[config.mk]
export PLATFORM = sky130hd
export DESIGN_NAME = operand_collector_flat
export DESIGN_NICKNAME = d
export VERILOG_FILES = /design/src/rtl/operand_collector_if.sv /design/src/rtl/operand_collector.sv /design/src/flat_wrapper.sv
export SDC_FILE = /design/constraint.sdc
export NUM_CORES = 1
export LEC_CHECK = 0
export BUFFER_PORTS_ARGS = -buffer_cell sky130_fd_sc_hd__buf_4
export CAP_MARGIN = 10
export CORE_UTILIZATION = 50
export DETAILED_ROUTE_END_ITERATION = 16
export PLACE_DENSITY = 0.82
export SLEW_MARGIN = 20
export SYNTH_ARGS = -nofsm -noshare
export SYNTH_HDL_FRONTEND = slang
export SYNTH_SLANG_ARGS = --single-unit
export TNS_END_PERCENT = 50
[constraint.sdc]
create_clock -name clk -period 2.5 [get_ports clk]
set_input_delay 0.5 -clock clk [delete_from_list [all_inputs] [get_ports clk]]
set_output_delay 0.5 -clock clk [all_outputs]
set_load 0.02 [all_outputs]
[src/rtl/operand_collector_if.sv]
// Operand, adder and result channels between the collector and its neighbours.
// The collector takes the slave modport; the upstream, adder and router side takes master.
interface operand_collector_if #(
    parameter int WIDTH = 16
);
    logic [WIDTH-1:0] in_a_data;
    logic             in_a_valid;
    logic             in_a_ready;
    logic [WIDTH-1:0] in_b_data;
    logic             in_b_valid;
    logic             in_b_ready;
    logic [WIDTH-1:0] add_a;
    logic [WIDTH-1:0] add_b;
    logic             add_on_off;
    logic [WIDTH-1:0] add_c;
    logic             add_carry;
    logic             add_ack;
    logic [WIDTH-1:0] res_data;
    logic             res_carry;
    logic             res_valid;
    logic             res_ready;

    modport master (
        output in_a_data, in_a_valid, in_b_data, in_b_valid,
        output add_c, add_carry, add_ack, res_ready,
        input  in_a_ready, in_b_ready, add_a, add_b, add_on_off,
        input  res_data, res_carry, res_valid
    );

    modport slave (
        input  in_a_data, in_a_valid, in_b_data, in_b_valid,
        input  add_c, add_carry, add_ack, res_ready,
        output in_a_ready, in_b_ready, add_a, add_b, add_on_off,
        output res_data, res_carry, res_valid
    );
endinterface

[src/rtl/operand_collector.sv]
// Pairs operands from two 2-deep FIFOs, issues them to the adder and holds the result; 2 cycles issue-to-result.
// Input ready is count-based (no path from pop); a held result blocks further issues; err is a sticky ack timeout.
module operand_collector #(
    parameter int WIDTH   = 16,
    parameter int TIMEOUT = 8
) (
    input  logic                  clk,
    input  logic                  reset,
    input  logic                  enable,
    operand_collector_if.slave    bus,
    output logic                  err
);
    localparam int CW = $clog2(TIMEOUT);

    typedef enum logic [1:0] {IDLE, WAIT, DONE} state_t;

    state_t           state;
    logic [CW-1:0]    tmo_cnt;
    logic [WIDTH-1:0] add_a_q, add_b_q, res_data_q;
    logic             on_off_q, res_carry_q, res_valid_q, err_q;

    logic [WIDTH-1:0] a_mem [2];
    logic [WIDTH-1:0] b_mem [2];
    logic             a_wp, a_rp, b_wp, b_rp;
    logic [1:0]       a_cnt, b_cnt;
    logic             a_push, b_push, issue;

    assign bus.in_a_ready = (a_cnt != 2'd2);
    assign bus.in_b_ready = (b_cnt != 2'd2);
    assign a_push = bus.in_a_valid & bus.in_a_ready;
    assign b_push = bus.in_b_valid & bus.in_b_ready;
    assign issue  = (state == IDLE) & enable & (a_cnt != 2'd0) & (b_cnt != 2'd0);

    // Storage needs no reset: occupancy is tracked by the pointers/counts below.
    always_ff @(posedge clk) begin
        if (a_push) a_mem[a_wp] <= bus.in_a_data;
        if (b_push) b_mem[b_wp] <= bus.in_b_data;
    end

    always_ff @(posedge clk or negedge reset) begin
        if (!reset) begin
            a_wp  <= 1'b0;
            a_rp  <= 1'b0;
            a_cnt <= 2'd0;
            b_wp  <= 1'b0;
            b_rp  <= 1'b0;
            b_cnt <= 2'd0;
        end else begin
            if (a_push) a_wp <= ~a_wp;
            if (b_push) b_wp <= ~b_wp;
            if (issue) begin
                a_rp <= ~a_rp;
                b_rp <= ~b_rp;
            end
            a_cnt <= a_cnt + {1'b0, a_push} - {1'b0, issue};
            b_cnt <= b_cnt + {1'b0, b_push} - {1'b0, issue};
        end
    end

    always_ff @(posedge clk or negedge reset) begin
        if (!reset) begin
            state       <= IDLE;
            tmo_cnt     <= '0;
            add_a_q     <= '0;
            add_b_q     <= '0;
            on_off_q    <= 1'b0;
            res_data_q  <= '0;
            res_carry_q <= 1'b0;
            res_valid_q <= 1'b0;
            err_q       <= 1'b0;
        end else begin
            case (state)
                IDLE: begin
                    if (issue) begin
                        add_a_q  <= a_mem[a_rp];
                        add_b_q  <= b_mem[b_rp];
                        on_off_q <= 1'b1;
                        tmo_cnt  <= '0;
                        state    <= WAIT;
                    end
                end
                WAIT: begin
                    // An ack on the last allowed cycle still wins over the timeout.
                    if (bus.add_ack) begin
                        res_data_q  <= bus.add_c;
                        res_carry_q <= bus.add_carry;
                        res_valid_q <= 1'b1;
                        on_off_q    <= 1'b0;
                        state       <= DONE;
                    end else if (tmo_cnt == CW'(TIMEOUT - 1)) begin
                        err_q    <= 1'b1;
                        on_off_q <= 1'b0;
                        state    <= IDLE;
                    end else begin
                        tmo_cnt <= tmo_cnt + CW'(1);
                    end
                end
                DONE: begin
                    if (bus.res_ready) begin
                        res_valid_q <= 1'b0;
                        state       <= IDLE;
                    end
                end
                default: state <= IDLE;
            endcase
        end
    end

    assign bus.add_a      = add_a_q;
    assign bus.add_b      = add_b_q;
    assign bus.add_on_off = on_off_q;
    assign bus.res_data   = res_data_q;
    assign bus.res_carry  = res_carry_q;
    assign bus.res_valid  = res_valid_q;
    assign err            = err_q;
endmodule
[src/flat_wrapper.sv]
// flat-port wrapper written by rule: the top's interface ports become plain ports
module operand_collector_flat 
#(
    parameter int WIDTH   = 16,
    parameter int TIMEOUT = 8
)
  (clk, reset, enable, err, bus_in_a_data, bus_in_a_valid, bus_in_b_data, bus_in_b_valid, bus_add_c, bus_add_carry, bus_add_ack, bus_res_ready, bus_in_a_ready, bus_in_b_ready, bus_add_a, bus_add_b, bus_add_on_off, bus_res_data, bus_res_carry, bus_res_valid);
  operand_collector_if #(.WIDTH(WIDTH)) bus_i ();
  input  logic clk;
  input  logic reset;
  input  logic enable;
  output logic err;
  input wire logic [$bits(bus_i.in_a_data)-1:0] bus_in_a_data;
  input wire logic [$bits(bus_i.in_a_valid)-1:0] bus_in_a_valid;
  input wire logic [$bits(bus_i.in_b_data)-1:0] bus_in_b_data;
  input wire logic [$bits(bus_i.in_b_valid)-1:0] bus_in_b_valid;
  input wire logic [$bits(bus_i.add_c)-1:0] bus_add_c;
  input wire logic [$bits(bus_i.add_carry)-1:0] bus_add_carry;
  input wire logic [$bits(bus_i.add_ack)-1:0] bus_add_ack;
  input wire logic [$bits(bus_i.res_ready)-1:0] bus_res_ready;
  output wire logic [$bits(bus_i.in_a_ready)-1:0] bus_in_a_ready;
  output wire logic [$bits(bus_i.in_b_ready)-1:0] bus_in_b_ready;
  output wire logic [$bits(bus_i.add_a)-1:0] bus_add_a;
  output wire logic [$bits(bus_i.add_b)-1:0] bus_add_b;
  output wire logic [$bits(bus_i.add_on_off)-1:0] bus_add_on_off;
  output wire logic [$bits(bus_i.res_data)-1:0] bus_res_data;
  output wire logic [$bits(bus_i.res_carry)-1:0] bus_res_carry;
  output wire logic [$bits(bus_i.res_valid)-1:0] bus_res_valid;
  assign bus_i.in_a_data = bus_in_a_data;
  assign bus_i.in_a_valid = bus_in_a_valid;
  assign bus_i.in_b_data = bus_in_b_data;
  assign bus_i.in_b_valid = bus_in_b_valid;
  assign bus_i.add_c = bus_add_c;
  assign bus_i.add_carry = bus_add_carry;
  assign bus_i.add_ack = bus_add_ack;
  assign bus_i.res_ready = bus_res_ready;
  assign bus_in_a_ready = bus_i.in_a_ready;
  assign bus_in_b_ready = bus_i.in_b_ready;
  assign bus_add_a = bus_i.add_a;
  assign bus_add_b = bus_i.add_b;
  assign bus_add_on_off = bus_i.add_on_off;
  assign bus_res_data = bus_i.res_data;
  assign bus_res_carry = bus_i.res_carry;
  assign bus_res_valid = bus_i.res_valid;
  operand_collector #(.WIDTH(WIDTH), .TIMEOUT(TIMEOUT)) u_core (.clk(clk), .reset(reset), .enable(enable), .bus(bus_i), .err(err));
endmodule
Yosys cells after proc, flatten, opt, wreduce, memory -nomap -nowiden
Memories as Yosys holds them, arrays and structs flattened. A register that Yosys moved wholly into a read port is not among the register bits.
Index checks and enable logic that the tools add are counted.

operators by class
  add/sub/neg operators = 5
  equal/unequal tests = 11
  muxes and demuxes = 20
  bitwise gates (word level) = 10
  reduce and logical (&&, ||, !) cells = 14

operator list
  operator             number
  $ne 2x2->1 const B   6
  $reduce_and 3->1     4
  $mux 1               9
  $mux 3               3
  $mux 2               4
  $reduce_bool 2->1    4
  $pmux 2 s3           1
  $pmux 3 s2           1
  $and 1x1->1          5
  $not 1->1            5
  $add 2x1->2          2
  $pmux 1 s2           2
  $reduce_and 2->1     2
  $reduce_and 4->1     1
  $sub 2x1->2          2
  $add 3x1->3 const B  1
  $eq 3x3->1 const B   1
  $ne 3x2->1 const B   1
  $eq 2x1->1 const B   1
  $eq 2x2->1 const B   1
  $logic_not 1->1      2
  $logic_not 2->1      1
  $ne 2x1->1 const B   1

word-level totals
  register bits = 33
  RAM bits = 64
  bits of input ports = 56
  output and inout port bits = 54
  logic and storage cells = 75
  memories = 2

memory list
  memory        words  bits a word  rd ports  clocked after Yosys merged registers in  write ports  RTL line                 text
  u_core.a_mem  2      16           1         1                                        1            operand_collector.sv:22  logic [WIDTH-1:0] a_mem [2];
  u_core.b_mem  2      16           1         1                                        1            operand_collector.sv:23  logic [WIDTH-1:0] b_mem [2];

Longest topological paths before layout
Gate-level depths: netlist of run 1.

  depth in word-level cells = 6
  mapped depth = 8
  gate-level depth less buffers = 5

Worst setup path after synthesis of run 1
OpenSTA, ideal clock, no wires.

  path kind = input to register
  start = in enable
  end = reg u_core.a_cnt[0]
  arrival = 1858 ps
  required time = 2374 ps
  path slack = 516 ps
  cell stages on the path = 7
  buffers on the path = 3
  path through = or3b_1 -> buf_2 -> nor3_4 -> buf_6 -> buf_8 -> xor2_1 -> ha_1

between the ends
  longest elaborated chain between the ends = 4

ends and longest elaborated chain
  element                   RTL line                 text
  from (decl)               flat_wrapper.sv:11       input logic enable;
  $and 1x1->1 (3 in a row)  operand_collector.sv:32  assign issue = (state == IDLE) & enable & (a_cnt != 2'd0) & (b_cnt != 2'd0);
  $sub 2x1->2               operand_collector.sv:55  a_cnt <= a_cnt + {1'b0, a_push} - {1'b0, issue};
  to (signal assigned)      operand_collector.sv:55
  to (decl)                 operand_collector.sv:25  logic [1:0] a_cnt, b_cnt;

Every way passes these cells.
A chain may end at the register's enable or synchronous reset.

Worst setup path in the final report of run 1
  start = reg u_core.state[0]
  end = reg u_core.a_cnt[1]

between the ends
  longest elaborated chain between the ends = 5

ends and longest elaborated chain
  element                   RTL line                 text
  from (decl)               operand_collector.sv:17  state_t state;
  from (signal assigned)    operand_collector.sv:62  state <= IDLE;
  from (signal assigned)    operand_collector.sv:79  state <= WAIT;
  from (signal assigned)    operand_collector.sv:89  state <= DONE;
  $logic_not 2->1           operand_collector.sv:32
  $and 1x1->1 (3 in a row)  operand_collector.sv:32
  $sub 2x1->2               operand_collector.sv:55

Every way passes these cells.

==> impl_metrics.json, run 1 <==
{
  "row_count": 35,
  "worst-path-max-fanout": 19,
  "cts_root_buf": "clkbuf_8",
  "synth_compound_area_frac": 0.0190,
  "io_buffers": 109,
  "skew_ps": 7.06,
  "synth_top_family_by_area": "multiplexers",
  "fin_tns_setup_ps": 0,
  "wl_per_cell_um": 16.3,
  "cts.clk_slew.worst_paths_ps": 60,
  "globalplace.congestion": 0.694,
  "synth_nets": 332,
  "first_pass_iters": 4,
  "synth_cells": 272,
  "yosys-top-cells-area": "edfxtp_1 39%, dfrtp_1 33%, mux2_2 18%",
  "yosysUniqueCellTypes": 28,
  "yosys.area_share.simple": 0.0233,
  "ctsHoldBuffers": 0,
  "antennaDiodeCount": 0,
  "fill_cells": 646,
  "multiInputGateArea_mm2": 0.00124,
  "startpoint": "u_core.state[0]$_DFFE_PN0P_",
  "critPathKind": "reg -> reg",
  "critPathArrivalTime_ps": 2400,
  "die_h_um": 101,
  "area.growth.synth_to_final_pct": 31.6,
  "num_vias": 2731,
  "cts.path.max_buffers": 2,
  "dieArea_mm2": 0.0102,
  "cts_resized": 0,
  "required_ps": 2900,
  "final_cells": 537,
  "netlist.area_leader.share": 0.394,
  "slew_violations": 0,
  "synth_fa_ha_area_frac": 0.0103,
  "syn_area_mm2": 0.00488,
  "period_share": 0.801,
  "synth_edf_count": 64,
  "max_freq_ghz": 0.500,
  "grt_max_degree": 66,
  "cp-start-kind": "flip-flop",
  "r2r_start": "u_core.state[0]$_DFFE_PN0P_",
  "synth_common_cells": "78 x mux2_2, 65 x dfrtp_1, 64 x edfxtp_1",
  "synth_most_common_cell": "mux2_2",
  "power_leakage_nw": 2.71,
  "clkLatencyLatePin_ps": 520,
  "synth.avg_cell_area_um2": 17.9,
  "drv_cap": 0,
  "die_w_um": 101,
  "tritoncts": "done",
  "ys_ff_latch": 129,
  "ys_seq_area_frac": 0.727,
  "hold_viol_final": 0,
  "hold_class": "in -> async",
  "status": "completed",
  "setup_viol": 0,
  "period_minus_slack_ps": 2000,
  "fin_nets": 455,
  "placedCellCount": 505,
  "antenna_found_initial": 0,
  "pre_cts_slack_ps": 340,
  "track_usage": 0.187,
  "ant_nets": 0,
  "drc": 0,
  "hpwl_um": 5660,
  "r2r.worst_path.cells": 6,
  "slew_headroom": 0.433,
  "synthXorXnorAreaFrac": 0.0126,
  "tightestPinTransition_ps": 850,
  "yosysTopAreaCell": "edfxtp_1",
  "htree_levels": 4,
  "worstSetupEndpointType": "flip-flop",
  "drive_above_1_share": 0.561,
  "core_mm2": 0.00933,
  "muxShareOfSynthArea": 0.189,
  "vias_per_cell": 5.09,
  "wl_um": 8780,
  "ir_drop_uv": 709,
  "grt_pass1_vias": 2888,
  "io_pins": 110,
  "drt_iter0_markers": 111,
  "reg2reg_slack_ps": 500,
  "rr_endpoint": "u_core.a_cnt[1]$_DFF_PN0_",
  "seqCellArea_mm2": 0.00355,
  "ys.flop_type": "dfrtp_1",
  "initial_core_util": 0.523,
  "clock_sinks": 129,
  "rsz0062_at_grt": "false",
  "yosysWarnings": 0,
  "post_cts.repair.setup_buffers": 0,
  "p_per_area_mw_per_mm2": 1370,
  "worst_slack_ps": 499,
  "synth-async-reset-ratio": 0.504,
  "gr-total-overflow": 0,
  "numCtsBuffers": 17,
  "grt_pass1_wl_um": 13800
}
==> state kept, by name, summed over array words and instances, names as in the netlist, 2 cells and up <==
signal               count
u_core.bus.add_a        16
u_core.tmo_cnt           3
u_core.a_cnt             2
u_core.b_cnt             2
u_core.bus.add_b        16
u_core.bus.res_data     16
u_core.a_mem            32
u_core.b_mem            32
u_core.state             2
==> how the worst max path moves through the flow <==
| stage | end | slack (ps) |
|---|---|---|
| floorplan | u_core.a_cnt[0]$_DFF_PN0_ | 520 |
| global placement | u_core.a_cnt[1]$_DFF_PN0_ | 380 |
| detailed placement | u_core.a_cnt[1]$_DFF_PN0_ | 340 |
| CTS | u_core.a_cnt[1]$_DFF_PN0_ | 500 |
| global route | u_core.a_cnt[1]$_DFF_PN0_ | 380 |
| finish | u_core.a_cnt[1]$_DFF_PN0_ | 500 |
==> metal layers <==
layer	track usage	vias up	share of wire
met1	0.213	1391	0.40
met4	0.0847	0	0.014
met2	0.328	78	0.53
li1	-	1251	-
met5	0	-	0
met3	0.0541	11	0.048
==> cell families (layout without fill, tap and decap cells) <==
| family | Yosys count | count (layout) |
|---|---|---|
| flip-flops | 129 | 129 |
| XOR/XNOR | 7 | 7 |
| AND/OR/NAND/NOR | 20 | 20 |
| multiplexers | 81 | 81 |
| adder cells (fa/ha/maj) | 4 | 4 |
| AO/OA/AOI/OAI | 14 | 14 |
| buffers and inverters | 17 | 153 |
==> area by class of cell <==
cell class | count | share of cell area
Tap cell | 129 | 0.0251
Clock inverter | 11 | 0.0199
Timing Repair Buffer | 115 | 0.134
Inverter | 6 | 0.00351
Clock buffer | 21 | 0.0715
Sequential cell | 129 | 0.552
Multi-Input combinational cell | 126 | 0.193
==> layout by cell type (no fill, tap or decap) <==
master      instances
nand2_1             6
o22ai_1             2
o311ai_0            1
clkbuf_8            4
o21ai_0             3
xnor2_1             4
nor2_1              5
a21oi_1             2
edfxtp_1           64
and3_1              2
xor2_1              3
or4b_2              1
ha_1                4
mux2_4              3
clkinv_2            1
clkbuf_16          16
dfrtp_1            65
clkinv_1            1
o31ai_1             4
buf_4             115
clkinvlp_4          2
bufinv_16           2
inv_6               3
a31o_2              1
or3b_1              1
clkbuf_1            1
inv_1               6
nor3_4              1
nand2b_1            3
nor2b_1             1
clkinv_4            2
o21a_1              1
mux2_2             78
==> through the flow <==
step | area, um^2 | util | hold WS [ps] | total power (W)
6_report | 6420 | 0.689 | 90.5 | 0.00881
5_1_grt | 6420 | 0.689 | 145 | 0.00925
4_1_cts | 6420 | 0.689 | 120 | 0.00890
3_5_place_dp | 5840 | 0.626 | 460 | 0.00649
3_3_place_gp | 5840 | 0.626 | 459 | 0.00635
2_1_floorplan | 4880 | - | 204 | 0.00533
==> critical path, cell delays in order, from the launching register on <==
cell and delay, ps:
dfrtp_1 400, or3b_1 510, nor3_4 230, buf_4 300, xor2_1 120, ha_1 200
xnor2_1 120
==> where the power goes <==
group	switching (W)	internal, W
Clock	0.000885	0.00150
Combinational	0.00140	0.00150
Sequential	0.000481	0.00305
Note: power is estimated with default switching activity, not from simulation.
==> inputs of run 2 (changes only) <==
==> constraint.sdc (replaced) <==
create_clock -name clk -period 1.94 [get_ports clk]
set_input_delay 0.388 -clock clk [delete_from_list [all_inputs] [get_ports clk]]
set_output_delay 0.388 -clock clk [all_outputs]
set_load 0.02 [all_outputs]
==> run 2 against run 1 <==
Net effect: combinational power up 40%; wire length grew 4.5%; total power increased by 36%; worst setup slack got worse by 440 ps; final cell count up 1.9%; utilization increased by 2.2 points; design area up 3.2%; non-clock buffer count is 10 higher; sequential power is 25% higher; largest power group unchanged.
==> impl_metrics.json, run 2 (synthesized netlist as in run 1, its figures left out) <==
{
  "status": "completed",
  "row_count": 35,
  "final_cells": 547,
  "p_per_area_mw_per_mm2": 1810,
  "critPathKind": "reg -> reg",
  "drc": 0,
  "slew_violations": 0,
  "reg2reg_slack_ps": 60,
  "cts_root_buf": "clkbuf_8",
  "die_h_um": 101,
  "io_buffers": 109,
  "seq_power_share": 0.369,
  "num_vias": 2742,
  "startpoint": "u_core.state[1]$_DFFE_PN0P_",
  "first_pass_iters": 4,
  "grt_max_degree": 66,
  "period_minus_slack_ps": 1880,
  "hold_viol_final": 0,
  "clkPwrFrac": 0.293,
  "tightestPinTransition_ps": 430,
  "r2r_start": "u_core.state[1]$_DFFE_PN0P_",
  "area.growth.synth_to_final_pct": 35.8,
  "r2r.worst_path.cells": 5,
  "ir_drop_uv": 982,
  "gr-total-overflow": 0,
  "ant_nets": 0,
  "grt_pass1_wl_um": 14200,
  "track_usage": 0.190,
  "final_common_cell": "buf_4",
  "worst-path-max-fanout": 11,
  "wl_per_cell_um": 16.8,
  "comb_power_share": 0.338,
  "dieArea_mm2": 0.0102,
  "initial_core_util": 0.523,
  "period_share": 0.969,
  "globalplace.congestion": 0.675,
  "biggestRegsByFlops": "u_core.a_mem: 32 flops, u_core.b_mem: 32 flops",
  "required_ps": 2320,
  "antenna_found_initial": 0,
  "drt_iter0_markers": 61,
  "antennaDiodeCount": 0,
  "final_cell_mix": "120 x buf_4, 78 x mux2_2, 65 x dfrtp_1",
  "design_area_mm2": 0.00663,
  "swShare": 0.301,
  "clock_sinks": 129,
  "cts.clk_slew.worst_paths_ps": 60,
  "max_freq_ghz": 0.532,
  "cts.path.max_buffers": 2,
  "grt_pass1_vias": 2850,
  "tritoncts": "done",
  "p_int_w": 0.00838,
  "vias_per_cell": 5.01,
  "placedCellCount": 512,
  "drive_above_1_share": 0.572,
  "worstSetupEndpointType": "flip-flop",
  "hold_class": "in -> reg",
  "hold_path_startpoint": "bus_in_a_data[14]",
  "die_w_um": 101,
  "whs_path_depth": 1,
  "setup_viol": 0,
  "wl_um": 9180,
  "place_area_mm2": 0.00591,
  "numCtsBuffers": 17,
  "cp-start-kind": "flip-flop",
  "io_pins": 110,
  "drv_cap": 0,
  "power_leakage_nw": 2.80,
  "hpwl_um": 5810,
  "fin_nets": 465,
  "power_switching_w": 0.00361,
  "htree_levels": 4,
  "rr_endpoint": "u_core.bus.add_a[12]$_DFFE_PN0P_",
  "critPathArrivalTime_ps": 2260,
  "fill_cells": 603,
  "slew_headroom": 0.712,
  "core_mm2": 0.00933,
  "clkLatencyLatePin_ps": 490,
  "skew_ps": 8.63,
  "holdPathEnd": "u_core.a_mem[1][14]$_DFFE_PP_"
}
-- run 2: per-layer routing --
layer / up-vias / part of all wire / GRT usage
met5: - / 0 / 0
met4: 0 / 0.0070 / 0.0780
met1: 1399 / 0.42 / 0.226
li1: 1265 / - / -
met2: 73 / 0.54 / 0.332
met3: 5 / 0.038 / 0.0472
-- run 2: metrics by stage --
step	util	setup TNS (ps)	setup slack (ps)	hold WS, ps	total power, W
global placement	0.634	0	41.8	416	0.00829
CTS	0.707	0	50.8	54.4	0.0120
detailed placement	0.634	-7.84	-7.84	423	0.00848
global route	0.711	-43.7	-9.70	49.3	0.0126
finish	0.711	0	61.1	76.7	0.0120
floorplan	-	0	37.1	92.4	0.00687
-- run 2: worst max path at each step --
stage	end	slack (ps)	cells past startpoint
floorplan	u_core.a_cnt[0]$_DFF_PN0_	40	7
global placement	u_core.bus.add_b[10]$_DFFE_PN0P_	40	5
detailed placement	u_core.tmo_cnt[0]$_DFFE_PN0P_	-8	5
CTS	u_core.bus.add_b[7]$_DFFE_PN0P_	50	4
global route	u_core.bus.add_a[6]$_DFFE_PN0P_	-10	5
finish	u_core.bus.add_a[12]$_DFFE_PN0P_	60	5
-- run 2: critical path, stage by stage, from the launching register on --
cell	delay, ps
dfrtp_1	420
or3b_1	420
nor3_4	230
buf_4	190
clkbuf_16	160
mux2_2	330
-- run 2: power groups by stage --
stage	Combinational (W)	Sequential, W	Clock [W]
after floorplan	0.00186	0.00502	0
after detailed placement	0.00402	0.00445	0
final	0.00406	0.00442	0.00351
after global routing	0.00436	0.00452	0.00368
after global placement	0.00390	0.00439	0
after CTS	0.00404	0.00442	0.00357
-- run 2: area by class of cell --
cell class	count	area [um^2]	share of cell area
clock buffer	19	432	0.0651
tap	129	161	0.0244
clock inverter	13	231	0.0349
sequential	129	3550	0.535
multi-input combinational	126	1240	0.188
timing repair buffer	125	987	0.149
inverter	6	22.5	0.00340
-- run 2: timing repair --
| item | CTS | global route |
|---|---|---|
| hold endpoints to repair | 65 | 0 |
| pin swaps | 0 | 1 |
| resized for setup | 1 | 1 |
| gates cloned | 0 | 1 |
| endpoints found under the setup margin | 1 | 4 |
| hold buffers | 1 | 0 |
| buffers inserted | 0 | 1 |
